--- config.mk ---
export PLATFORM = sky130hd
export DESIGN_NAME = mux_arb_nto1_flat
export DESIGN_NICKNAME = d
export VERILOG_FILES = /design/src/rtl/mux_arb_nto1_if.sv /design/src/rtl/mux_arb_nto1.sv /design/src/flat_wrapper.sv
export SDC_FILE = /design/constraint.sdc
export NUM_CORES = 1
export LEC_CHECK = 0
export ABC_CLOCK_PERIOD_IN_PS = 6900
export CORE_MARGIN = 2
export CORE_UTILIZATION = 43
export CTS_BUF_LIST = sky130_fd_sc_hd__clkbuf_8
export DETAILED_ROUTE_END_ITERATION = 8
export PLACE_DENSITY = 0.85
export RECOVER_POWER = 25
export SLEW_MARGIN = 30
export SYNTH_ARGS = -nofsm -noshare
export SYNTH_HDL_FRONTEND = slang
export SYNTH_SLANG_ARGS = --single-unit
--- constraint.sdc ---
create_clock -name clk -period 6.9 [get_ports clk]
set_clock_uncertainty 0.1 [all_clocks]
set_input_delay 1.035 -clock clk [delete_from_list [all_inputs] [get_ports clk]]
set_output_delay 1.035 -clock clk [all_outputs]
set_load 0.02 [all_outputs]
--- src/rtl/mux_arb_nto1_if.sv ---
// mux_arb_nto1_if: producer/consumer bundle for the N-to-1 arbitrating mux.
// master = the side driving channel data and out_ready (producers/consumer model),
// slave  = the mux itself.
// Optional packet-lock sideband (in_last/out_last) exists only with MUX_ARB_LOCK_EN.
interface mux_arb_nto1_if #(
   parameter int unsigned WIDTH = 16,
   parameter int unsigned CH    = 16,
   parameter int unsigned SELW  = 4
) ();
   logic [CH-1:0]       in_valid;
   logic [CH*WIDTH-1:0] in_data;
   logic [CH-1:0]       in_ready;
   logic                out_valid;
   logic [WIDTH-1:0]    out_data;
   logic [SELW-1:0]     out_ch;
   logic                out_ready;
`ifdef MUX_ARB_LOCK_EN
   logic [CH-1:0]       in_last;
   logic                out_last;

   modport master (
      output in_valid, in_data, in_last, out_ready,
      input  in_ready, out_valid, out_data, out_ch, out_last
   );

   modport slave (
      input  in_valid, in_data, in_last, out_ready,
      output in_ready, out_valid, out_data, out_ch, out_last
   );
`else
   modport master (
      output in_valid, in_data, out_ready,
      input  in_ready, out_valid, out_data, out_ch
   );

   modport slave (
      input  in_valid, in_data, out_ready,
      output in_ready, out_valid, out_data, out_ch
   );
`endif
endinterface

--- src/rtl/mux_arb_nto1.sv ---
// mux_arb_nto1: registered CH-to-1 datapath mux with valid/ready handshake.
// mode_i=0 selects channel sel_i; mode_i=1 round-robins among valid channels.
// One-entry output register; a drain and a load can happen in the same cycle.
// Define MUX_ARB_LOCK_EN to add packet lock (in_last/out_last): a round-robin
// grant stays on one channel until that channel delivers its last beat.
module mux_arb_nto1 #(
   parameter int unsigned WIDTH = 16,
   parameter int unsigned CH    = 16,
   parameter int unsigned SELW  = 4
) (
   input  logic            clk,
   input  logic            rst_n,
   input  logic            en_i,
   input  logic            mode_i,
   input  logic [SELW-1:0] sel_i,
   mux_arb_nto1_if.slave   bus
);

   logic             out_valid_q, out_valid_d;
   logic [WIDTH-1:0] out_data_q,  out_data_d;
   logic [SELW-1:0]  out_ch_q,    out_ch_d;
   logic [SELW-1:0]  ptr_q,       ptr_d;

   logic             slot_free;
   logic             accept;
   logic             dir_hit;
   logic             rr_hit;
   logic [SELW-1:0]  rr_idx;
   logic [2*CH-1:0]  rr_dbl;
   logic [CH-1:0]    rr_rot;
   int unsigned      rr_gi;
   logic             g_hit;
   logic [SELW-1:0]  g_idx;
   logic [CH-1:0]    g_oh;
   logic [WIDTH-1:0] g_data;

`ifdef MUX_ARB_LOCK_EN
   typedef enum logic {IDLE, LOCKED} lock_st_e;

   lock_st_e         state_q;
   logic [SELW-1:0]  lock_ch_q;
   logic             lock_hit;
   logic             g_last;
   logic             out_last_q, out_last_d;
`endif

   // Directed grant: matching by compare means an out-of-range sel_i never hits.
   always_comb begin
      dir_hit = 1'b0;
      for (int unsigned i = 0; i < CH; i++) begin
         if (SELW'(i) == sel_i) dir_hit = bus.in_valid[i];
      end
   end

   // Round-robin grant: rotate valids so bit 0 is channel ptr+1, take first set bit.
   always_comb begin
      rr_dbl = {bus.in_valid, bus.in_valid};
      rr_rot = CH'(rr_dbl >> (32'(ptr_q) + 32'd1));
      rr_hit = 1'b0;
      rr_idx = '0;
      rr_gi  = 0;
      for (int unsigned j = 0; j < CH; j++) begin
         if (!rr_hit && rr_rot[j]) begin
            rr_hit = 1'b1;
            rr_gi  = 32'(ptr_q) + 32'd1 + j;
            if (rr_gi >= CH) rr_gi = rr_gi - CH;
            rr_idx = SELW'(rr_gi);
         end
      end
   end

`ifdef MUX_ARB_LOCK_EN
   // Locked-channel validity.
   always_comb begin
      lock_hit = 1'b0;
      for (int unsigned i = 0; i < CH; i++) begin
         if (SELW'(i) == lock_ch_q) lock_hit = bus.in_valid[i];
      end
   end
`endif

   // Final grant choice: mode picks directed or round-robin; a held lock overrides both.
   always_comb begin
      g_hit = mode_i ? rr_hit : dir_hit;
      g_idx = mode_i ? rr_idx : sel_i;
`ifdef MUX_ARB_LOCK_EN
      if (state_q == LOCKED) begin
         g_hit = lock_hit;
         g_idx = lock_ch_q;
      end
`endif
   end

   // Granted channel as one-hot plus its data (and last flag).
   always_comb begin
      g_oh   = '0;
      g_data = '0;
`ifdef MUX_ARB_LOCK_EN
      g_last = 1'b0;
`endif
      for (int unsigned i = 0; i < CH; i++) begin
         if (SELW'(i) == g_idx) begin
            g_oh[i] = g_hit;
            g_data  = bus.in_data[i*WIDTH +: WIDTH];
`ifdef MUX_ARB_LOCK_EN
            g_last  = bus.in_last[i];
`endif
         end
      end
   end

   assign slot_free    = !out_valid_q || bus.out_ready;
   assign accept       = en_i && slot_free && g_hit;
   assign bus.in_ready = accept ? g_oh : '0;

   // Output register next state: load on accept, otherwise drop valid once drained.
   always_comb begin
      out_valid_d = out_valid_q;
      out_data_d  = out_data_q;
      out_ch_d    = out_ch_q;
      ptr_d       = ptr_q;
`ifdef MUX_ARB_LOCK_EN
      out_last_d  = out_last_q;
`endif
      if (accept) begin
         out_valid_d = 1'b1;
         out_data_d  = g_data;
         out_ch_d    = g_idx;
`ifdef MUX_ARB_LOCK_EN
         out_last_d  = g_last;
`endif
         if (mode_i) ptr_d = g_idx;
      end else if (out_valid_q && bus.out_ready) begin
         out_valid_d = 1'b0;
      end
   end

   // Output register and round-robin pointer; ptr resets to CH-1 so channel 0 is first.
   always_ff @(posedge clk or negedge rst_n) begin
      if (!rst_n) begin
         out_valid_q <= 1'b0;
         out_data_q  <= '0;
         out_ch_q    <= '0;
         ptr_q       <= SELW'(CH - 1);
`ifdef MUX_ARB_LOCK_EN
         out_last_q  <= 1'b0;
`endif
      end else begin
         out_valid_q <= out_valid_d;
         out_data_q  <= out_data_d;
         out_ch_q    <= out_ch_d;
         ptr_q       <= ptr_d;
`ifdef MUX_ARB_LOCK_EN
         out_last_q  <= out_last_d;
`endif
      end
   end

`ifdef MUX_ARB_LOCK_EN
   // Packet lock: enter on a non-last round-robin accept, leave on last beat or directed mode.
   always_ff @(posedge clk or negedge rst_n) begin
      if (!rst_n) begin
         state_q   <= IDLE;
         lock_ch_q <= '0;
      end else begin
         case (state_q)
            IDLE: begin
               if (accept && mode_i && !g_last) begin
                  state_q   <= LOCKED;
                  lock_ch_q <= g_idx;
               end
            end
            LOCKED: begin
               if (!mode_i || (accept && g_last)) state_q <= IDLE;
            end
            default: state_q <= IDLE;
         endcase
      end
   end

   assign bus.out_last = out_last_q;
`endif

   assign bus.out_valid = out_valid_q;
   assign bus.out_data  = out_data_q;
   assign bus.out_ch    = out_ch_q;

endmodule

--- src/flat_wrapper.sv ---
// flat-port wrapper written by rule: the top's interface ports become plain ports
module mux_arb_nto1_flat 
#(
   parameter int unsigned WIDTH = 16,
   parameter int unsigned CH    = 16,
   parameter int unsigned SELW  = 4
)
  (clk, rst_n, en_i, mode_i, sel_i, bus_in_valid, bus_in_data, bus_out_ready, bus_in_ready, bus_out_valid, bus_out_data, bus_out_ch);
  mux_arb_nto1_if #(.WIDTH(WIDTH), .CH(CH), .SELW(SELW)) bus_i ();
  input  logic clk;
  input  logic rst_n;
  input  logic en_i;
  input  logic mode_i;
  input  logic [SELW-1:0] sel_i;
  input wire logic [$bits(bus_i.in_valid)-1:0] bus_in_valid;
  input wire logic [$bits(bus_i.in_data)-1:0] bus_in_data;
  input wire logic [$bits(bus_i.out_ready)-1:0] bus_out_ready;
  output wire logic [$bits(bus_i.in_ready)-1:0] bus_in_ready;
  output wire logic [$bits(bus_i.out_valid)-1:0] bus_out_valid;
  output wire logic [$bits(bus_i.out_data)-1:0] bus_out_data;
  output wire logic [$bits(bus_i.out_ch)-1:0] bus_out_ch;
  assign bus_i.in_valid = bus_in_valid;
  assign bus_i.in_data = bus_in_data;
  assign bus_i.out_ready = bus_out_ready;
  assign bus_in_ready = bus_i.in_ready;
  assign bus_out_valid = bus_i.out_valid;
  assign bus_out_data = bus_i.out_data;
  assign bus_out_ch = bus_i.out_ch;
  mux_arb_nto1 #(.WIDTH(WIDTH), .CH(CH), .SELW(SELW)) u_core (.clk(clk), .rst_n(rst_n), .en_i(en_i), .mode_i(mode_i), .sel_i(sel_i), .bus(bus_i));
endmodule
; ---- Word level (Yosys, flattened, before mapping)
; Cells that the tools add are included.
[totals]
ff_bits = 25
inputBits = 281
wordCells = 223
[op_classes]
shift = 1
n_lt_le_gt_ge = 16
eq_ne = 30
mux = 101
add_sub_neg = 32
n_reduce_logical = 39
[ops]
columns = op, count
row1 = >= comparator 32 x 5 -> 1 bit (second input constant), 15
row2 = two-way mux 16 bit, 17
row3 = two-way mux 4 bit, 33
row4 = equality test 4 bit (first input constant), 16
row5 = subtractor 4 x 1 -> 4 bit (second input constant), 16
row6 = two-way mux 1 bit, 51
row7 = adder 5 x 4 -> 6 bit (second input constant), 8
row8 = equality test 3 x 4 -> 1 bit (first input constant), 8
row9 = right shift 32 x 5 -> 16 bit, 1
row10 = adder 5 x 3 -> 6 bit (second input constant), 4
row11 = logical AND 1 bit, 18
row12 = equality test 2 x 4 -> 1 bit (first input constant), 4
row13 = zero test 1 bit, 16
row14 = adder 5 x 2 -> 6 bit (second input constant), 2
row15 = equality test 1 x 4 -> 1 bit (first input constant), 2
row16 = zero test 4 bit, 2
row17 = adder 5 x 1 -> 6 bit (second input constant), 1
row18 = adder 4 x 1 -> 5 bit (second input constant), 1
row19 = >= comparator 5 bit (second input constant), 1
row20 = AND reduction 2 bit, 1
row21 = nonzero test 2 bit, 1
row22 = logical OR 1 bit, 1

; ---- Longest topological paths before layout
; Gate-level depths: netlist of run 1.
[logic_depth]
depth_word = 66
depth_mapped = 22
ltp_nobuf = 17

; ---- Least setup slack after synthesis of run 1
; No wires, ideal clock.
[synth_path]
path_kind = input port to output port
startpoint = input port bus_in_valid[2]
endpoint = output port bus_in_ready[15]
setup_slack_ps = 734
path_stages = 14
arrival_time_ps = 5031
cell_sequence = mux4_2 mux2_2 or3_4 a222oi_1 buf_4 nand4_1 a211o_1 o31ai_2 or2_1 buf_4 buf_6 buf_4 nand2_1 nor3_1
[synth_via]
elab_chain_cells = 51
word_cells_on_any_way = 83
classes_between = eq/ne: 1 / shift: 1 / mux: 50 / reduce/logical: 31
[synth_lines]
columns = item, line
row1 = from (decl), flat_wrapper.sv:15  ; input wire logic [$bits(bus_i.in_valid)-1:0] bus_in_valid;
row2 = right shift 32 x 5 -> 16 bit, mux_arb_nto1.sv:58  ; rr_rot = CH'(rr_dbl >> (32'(ptr_q) + 32'd1));
row3 = two-way mux 1 bit, mux_arb_nto1.sv:63  ; if (!rr_hit && rr_rot[j]) begin
row4 = zero test 1 bit, mux_arb_nto1.sv:63
row5 = logical AND 1 bit, mux_arb_nto1.sv:63
row6 = two-way mux 1 bit, mux_arb_nto1.sv:63
row7 = zero test 1 bit, mux_arb_nto1.sv:63
row8 = logical AND 1 bit, mux_arb_nto1.sv:63
row9 = two-way mux 1 bit, mux_arb_nto1.sv:63
row10 = (+35 left out), -
row11 = two-way mux 1 bit, mux_arb_nto1.sv:63
row12 = zero test 1 bit, mux_arb_nto1.sv:63
row13 = logical AND 1 bit, mux_arb_nto1.sv:63
row14 = two-way mux 4 bit, mux_arb_nto1.sv:63
row15 = two-way mux 4 bit, mux_arb_nto1.sv:85  ; g_idx = mode_i ? rr_idx : sel_i;
row16 = equality test 4 bit, mux_arb_nto1.sv:102  ; if (SELW'(i) == g_idx) begin
row17 = two-way mux 1 bit, mux_arb_nto1.sv:102
row18 = two-way mux 16 bit *, mux_arb_nto1.sv:114  ; assign bus.in_ready = accept ? g_oh : '0;
row19 = to (decl), flat_wrapper.sv:18  ; output wire logic [$bits(bus_i.in_ready)-1:0] bus_in_ready;
; Mark *: on every way between the ends. The rest lies on a longest branch, timed or not.

; ---- Final worst setup path of run 1
[layout_path]
startpoint = input port bus_in_valid[15]
endpoint = output port bus_in_ready[10]
; Same word-level chain as after synthesis.

==> results of run 1 <==
-- cells by family after synthesis --
kind of cell	after synthesis	synth area share, %
multiplexers	77	16.0
AND/OR/NAND/NOR	288	21.8
buffers and inverters	90	6.87
XOR/XNOR	11	1.73
AO/OA/AOI/OAI	377	42.5
adder cells (fa/ha/maj)	7	1.36
flip-flops	25	9.81
-- state kept, by name (all words and copies together) (netlist names) --
| register | flops |
|---|---|
| u_core.bus.out_valid | 1 |
| u_core.bus.out_ch | 4 |
| u_core.ptr_q | 4 |
| u_core.bus.out_data | 16 |
-- worst reg2reg max path, stage by stage, from the launching register on --
cell and delay (ps):
dfstp_2 820, buf_4 280, mux4_2 550, mux2_2 350, or4_1 440, a21oi_1 180
o311ai_0 210, o221a_2 390, a2111oi_2 510, buf_4 220, nor2_4 70, buf_4 160
buf_4 170, nor3_1 760, a2111oi_0 170, nor3_1 590, nor3_1 230, o21ai_1 200
-- cell type report --
cell class	instances	area, um2	area share [%]
multi-input combinational	760	5440	52.9
timing repair buffer	404	3830	37.2
sequential	25	631	6.13
tap	184	230	2.24
inverter	24	90.1	0.875
clock buffer	3	41.3	0.401
antenna	8	20.0	0.195
clock inverter	1	7.51	0.0730
-- layer usage --
layer,global-route usage [%],part of all wire [%],vias up
met3,8.60,11,164
met1,56.7,36,4463
li1,-,-,4177
met5,0,0,-
met2,69.0,44,828
met4,29.1,8.4,0
-- path summary, 6_finish.rpt --
check	startpoint	to	slack [ps]	cells past startpoint
max	bus_in_valid[15]	bus_in_ready[10]	80	15
min	u_core.bus.out_ch[0]$_DFFE_PN0P_	u_core.bus.out_ch[0]$_DFFE_PN0P_	410	2
max reg2reg	u_core.ptr_q[0]$_DFFE_PN1P_	u_core.bus.out_data[4]$_DFFE_PN0P_	460	17
min reg2reg	u_core.bus.out_ch[0]$_DFFE_PN0P_	u_core.bus.out_ch[0]$_DFFE_PN0P_	410	2
max in group asynchronous	rst_n	u_core.bus.out_data[7]$_DFFE_PN0P_	4180	2
min in group asynchronous	rst_n	u_core.bus.out_data[8]$_DFFE_PN0P_	1580	2
-- what timing repair did --
item                                    4_1_cts  5_1_grt
hold endpoints to repair                      0        0
gates resized for setup                       2       19
endpoints found under the setup margin        2       11
pin swaps                                     0        2
buffers inserted                              0        5
-- synth_stat cells (8+ instances only) --
| cell | instances | area share (%) |
|---|---|---|
| a2111oi_0 | 10 | 1.4 |
| a211oi_1 | 17 | 2.0 |
| a21o_1 | 11 | 1.3 |
| a21oi_1 | 56 | 4.4 |
| a22o_1 | 10 | 1.4 |
| a22oi_1 | 36 | 4.2 |
| a31oi_1 | 16 | 1.6 |
| and2_1 | 10 | 0.97 |
| and3_1 | 9 | 0.88 |
| buf_2 | 14 | 1.1 |
| buf_6 | 8 | 1.4 |
| clkbuf_1 | 30 | 1.8 |
| dfrtp_1 | 21 | 8.2 |
| inv_1 | 24 | 1.4 |
| mux2_2 | 17 | 3.0 |
| mux2i_1 | 35 | 5.4 |
| mux4_2 | 16 | 5.6 |
| nand2_1 | 102 | 6.0 |
| nand3_1 | 24 | 1.9 |
| nand4_1 | 8 | 0.78 |
| nor2_1 | 66 | 3.9 |
| nor3_1 | 25 | 1.9 |
| o211ai_1 | 9 | 1.1 |
| o21ai_0 | 53 | 4.1 |
| o21ai_1 | 12 | 0.93 |
| o221ai_1 | 16 | 2.2 |
| o22ai_1 | 26 | 2.5 |
| o31a_1 | 8 | 1.1 |
-- report_power, final --
| part | internal [W] | switching (W) | leakage, nW | total [W] |
|---|---|---|---|---|
| combinational | 0.00170 | 0.00261 | 3.62 | 0.00431 |
| sequential | 0.000220 | 0.000104 | 0.305 | 0.000323 |
| clock | 0.0000413 | 0.0000606 | 0.0218 | 0.000102 |
-- metrics by stage --
stage          instances  hold WS [ps]  area [um2]  setup WS [ps]  power, W
5_1_grt             1409           446       10300          -40.8   0.00493
3_3_place_gp        1392           362       10100           59.3   0.00437
3_5_place_dp        1392           384       10100           -107   0.00435
6_report            1409           406       10300           82.2   0.00474
2_1_floorplan        875           490        6430            734   0.00283
4_1_cts             1396           407       10200           32.8   0.00447
==> flow_summary.json, run 1 <==
{
  "status": "finished, violations left",
  "violations": "max-capacitance violations, max-slew violations",
  "crit_fanout": 10,
  "syn_area_mm2": 0.00643,
  "grt_usage_pct": 44.6,
  "areaGrowthSynthToFinish_pct": 60.0,
  "h-tree-depth": 1,
  "async_reset_ff_share_pct": 100,
  "grt_start_max_net_pins": 35,
  "yosysSeqAreaShare_pct": 9.81,
  "cts-root-buf": "clkbuf_8",
  "synth_edf_count": 0,
  "fill_cells": 1203,
  "core_area_mm2": 0.0146,
  "synth-seq-cells": 25,
  "first_pass_iters": 6,
  "relSlewSlack_pct": -8.54,
  "arrival_ps": 5680,
  "crit_type": "primary input to output pin",
  "wire_per_inst_um": 26.5,
  "fin_crit_sh_pct": 98.8,
  "required_ps": 5760,
  "die_x_um": 126,
  "dieArea_mm2": 0.0160,
  "ant_nets": 0,
  "antenna_found_initial": 8,
  "cts_tree": "yes",
  "drtIter0Drc": 1373,
  "syn_inst": 875,
  "grt_pass1_wl_mm": 54.8,
  "synth_area_per_cell_um2": 7.35,
  "cts_hold_buffers": 0,
  "synth_cell_type_count": 94,
  "final_cell_mix": "clkdlybuf4s50_1 (302), nand2_1 (102), buf_4 (91), nor2_1 (66), a21oi_1 (56)",
  "syn-num-nets": 1163,
  "drive_above_1_share_pct": 15.2,
  "numPortBuffers": 317,
  "row_count": 44,
  "crit_path_top_delay_cell": "clkdlybuf4s50_1",
  "grt_pass1_vias": 9000,
  "ys_warn_count": 0,
  "tns_ps": 0,
  "maxSlewViolCount": 26,
  "clk_pin_slew_worst_paths_ps": 110,
  "globalplace.congestion": 1.06,
  "cp_cell_sequence": "clkdlybuf4s50_1 -> mux4_2 -> mux2_2 -> or3_4 -> a222oi_1 -> buf_4 -> buf_4 -> nand3_1 -> o32ai_2 -> a2111oi_2 -> or2_4 -> a211oi_4 -> nand2_1 -> nor2_1 -> clkdlybuf4s50_1",
  "initial_core_util_pct": 44.1,
  "p_per_area_mw_per_mm2": 460,
  "cp-start-kind": "primary input",
  "maxCapViolCount": 1,
  "drc": 0,
  "io_pins": 318,
  "cts.sink_count": 25,
  "cts-buffers-inserted": 3,
  "fin_util_pct": 70.5,
  "ir_drop_v": 0.000281,
  "viasPerCell": 6.84,
  "cp_num_buf_inv": 4,
  "die_h_um": 126,
  "end_kind": "output pin",
  "leakage_nw": 3.94,
  "setup_viol": 0,
  "max_stage_delay_ps": 660,
  "postRouteWirelength_mm": 37.3,
  "finalHoldViolations": 0,
  "gr-total-overflow": 0,
  "tightest_slew_ps": 1630,
  "fmax_mhz": 147,
  "cp_top_family": "buffers and inverters",
  "final_nets": 1506,
  "clock_latency_ps": 290,
  "hp-class": "flop to flop",
  "vias": 9632,
  "synth_flop_cell": "dfrtp_1",
  "final_common_cell": "clkdlybuf4s50_1",
  "hpwlAfterDp_mm": 30.8,
  "cts_buffer_depth": 2,
  "min_period_ps": 6820
}
No activity file was read; power rests on OpenSTA's default activity.
==> run 2: changes to the inputs <==
- SLEW_MARGIN: 30 -> 20
==> results of run 2 <==
The final DEF is identical to that of run 1; final timing and power are the same.
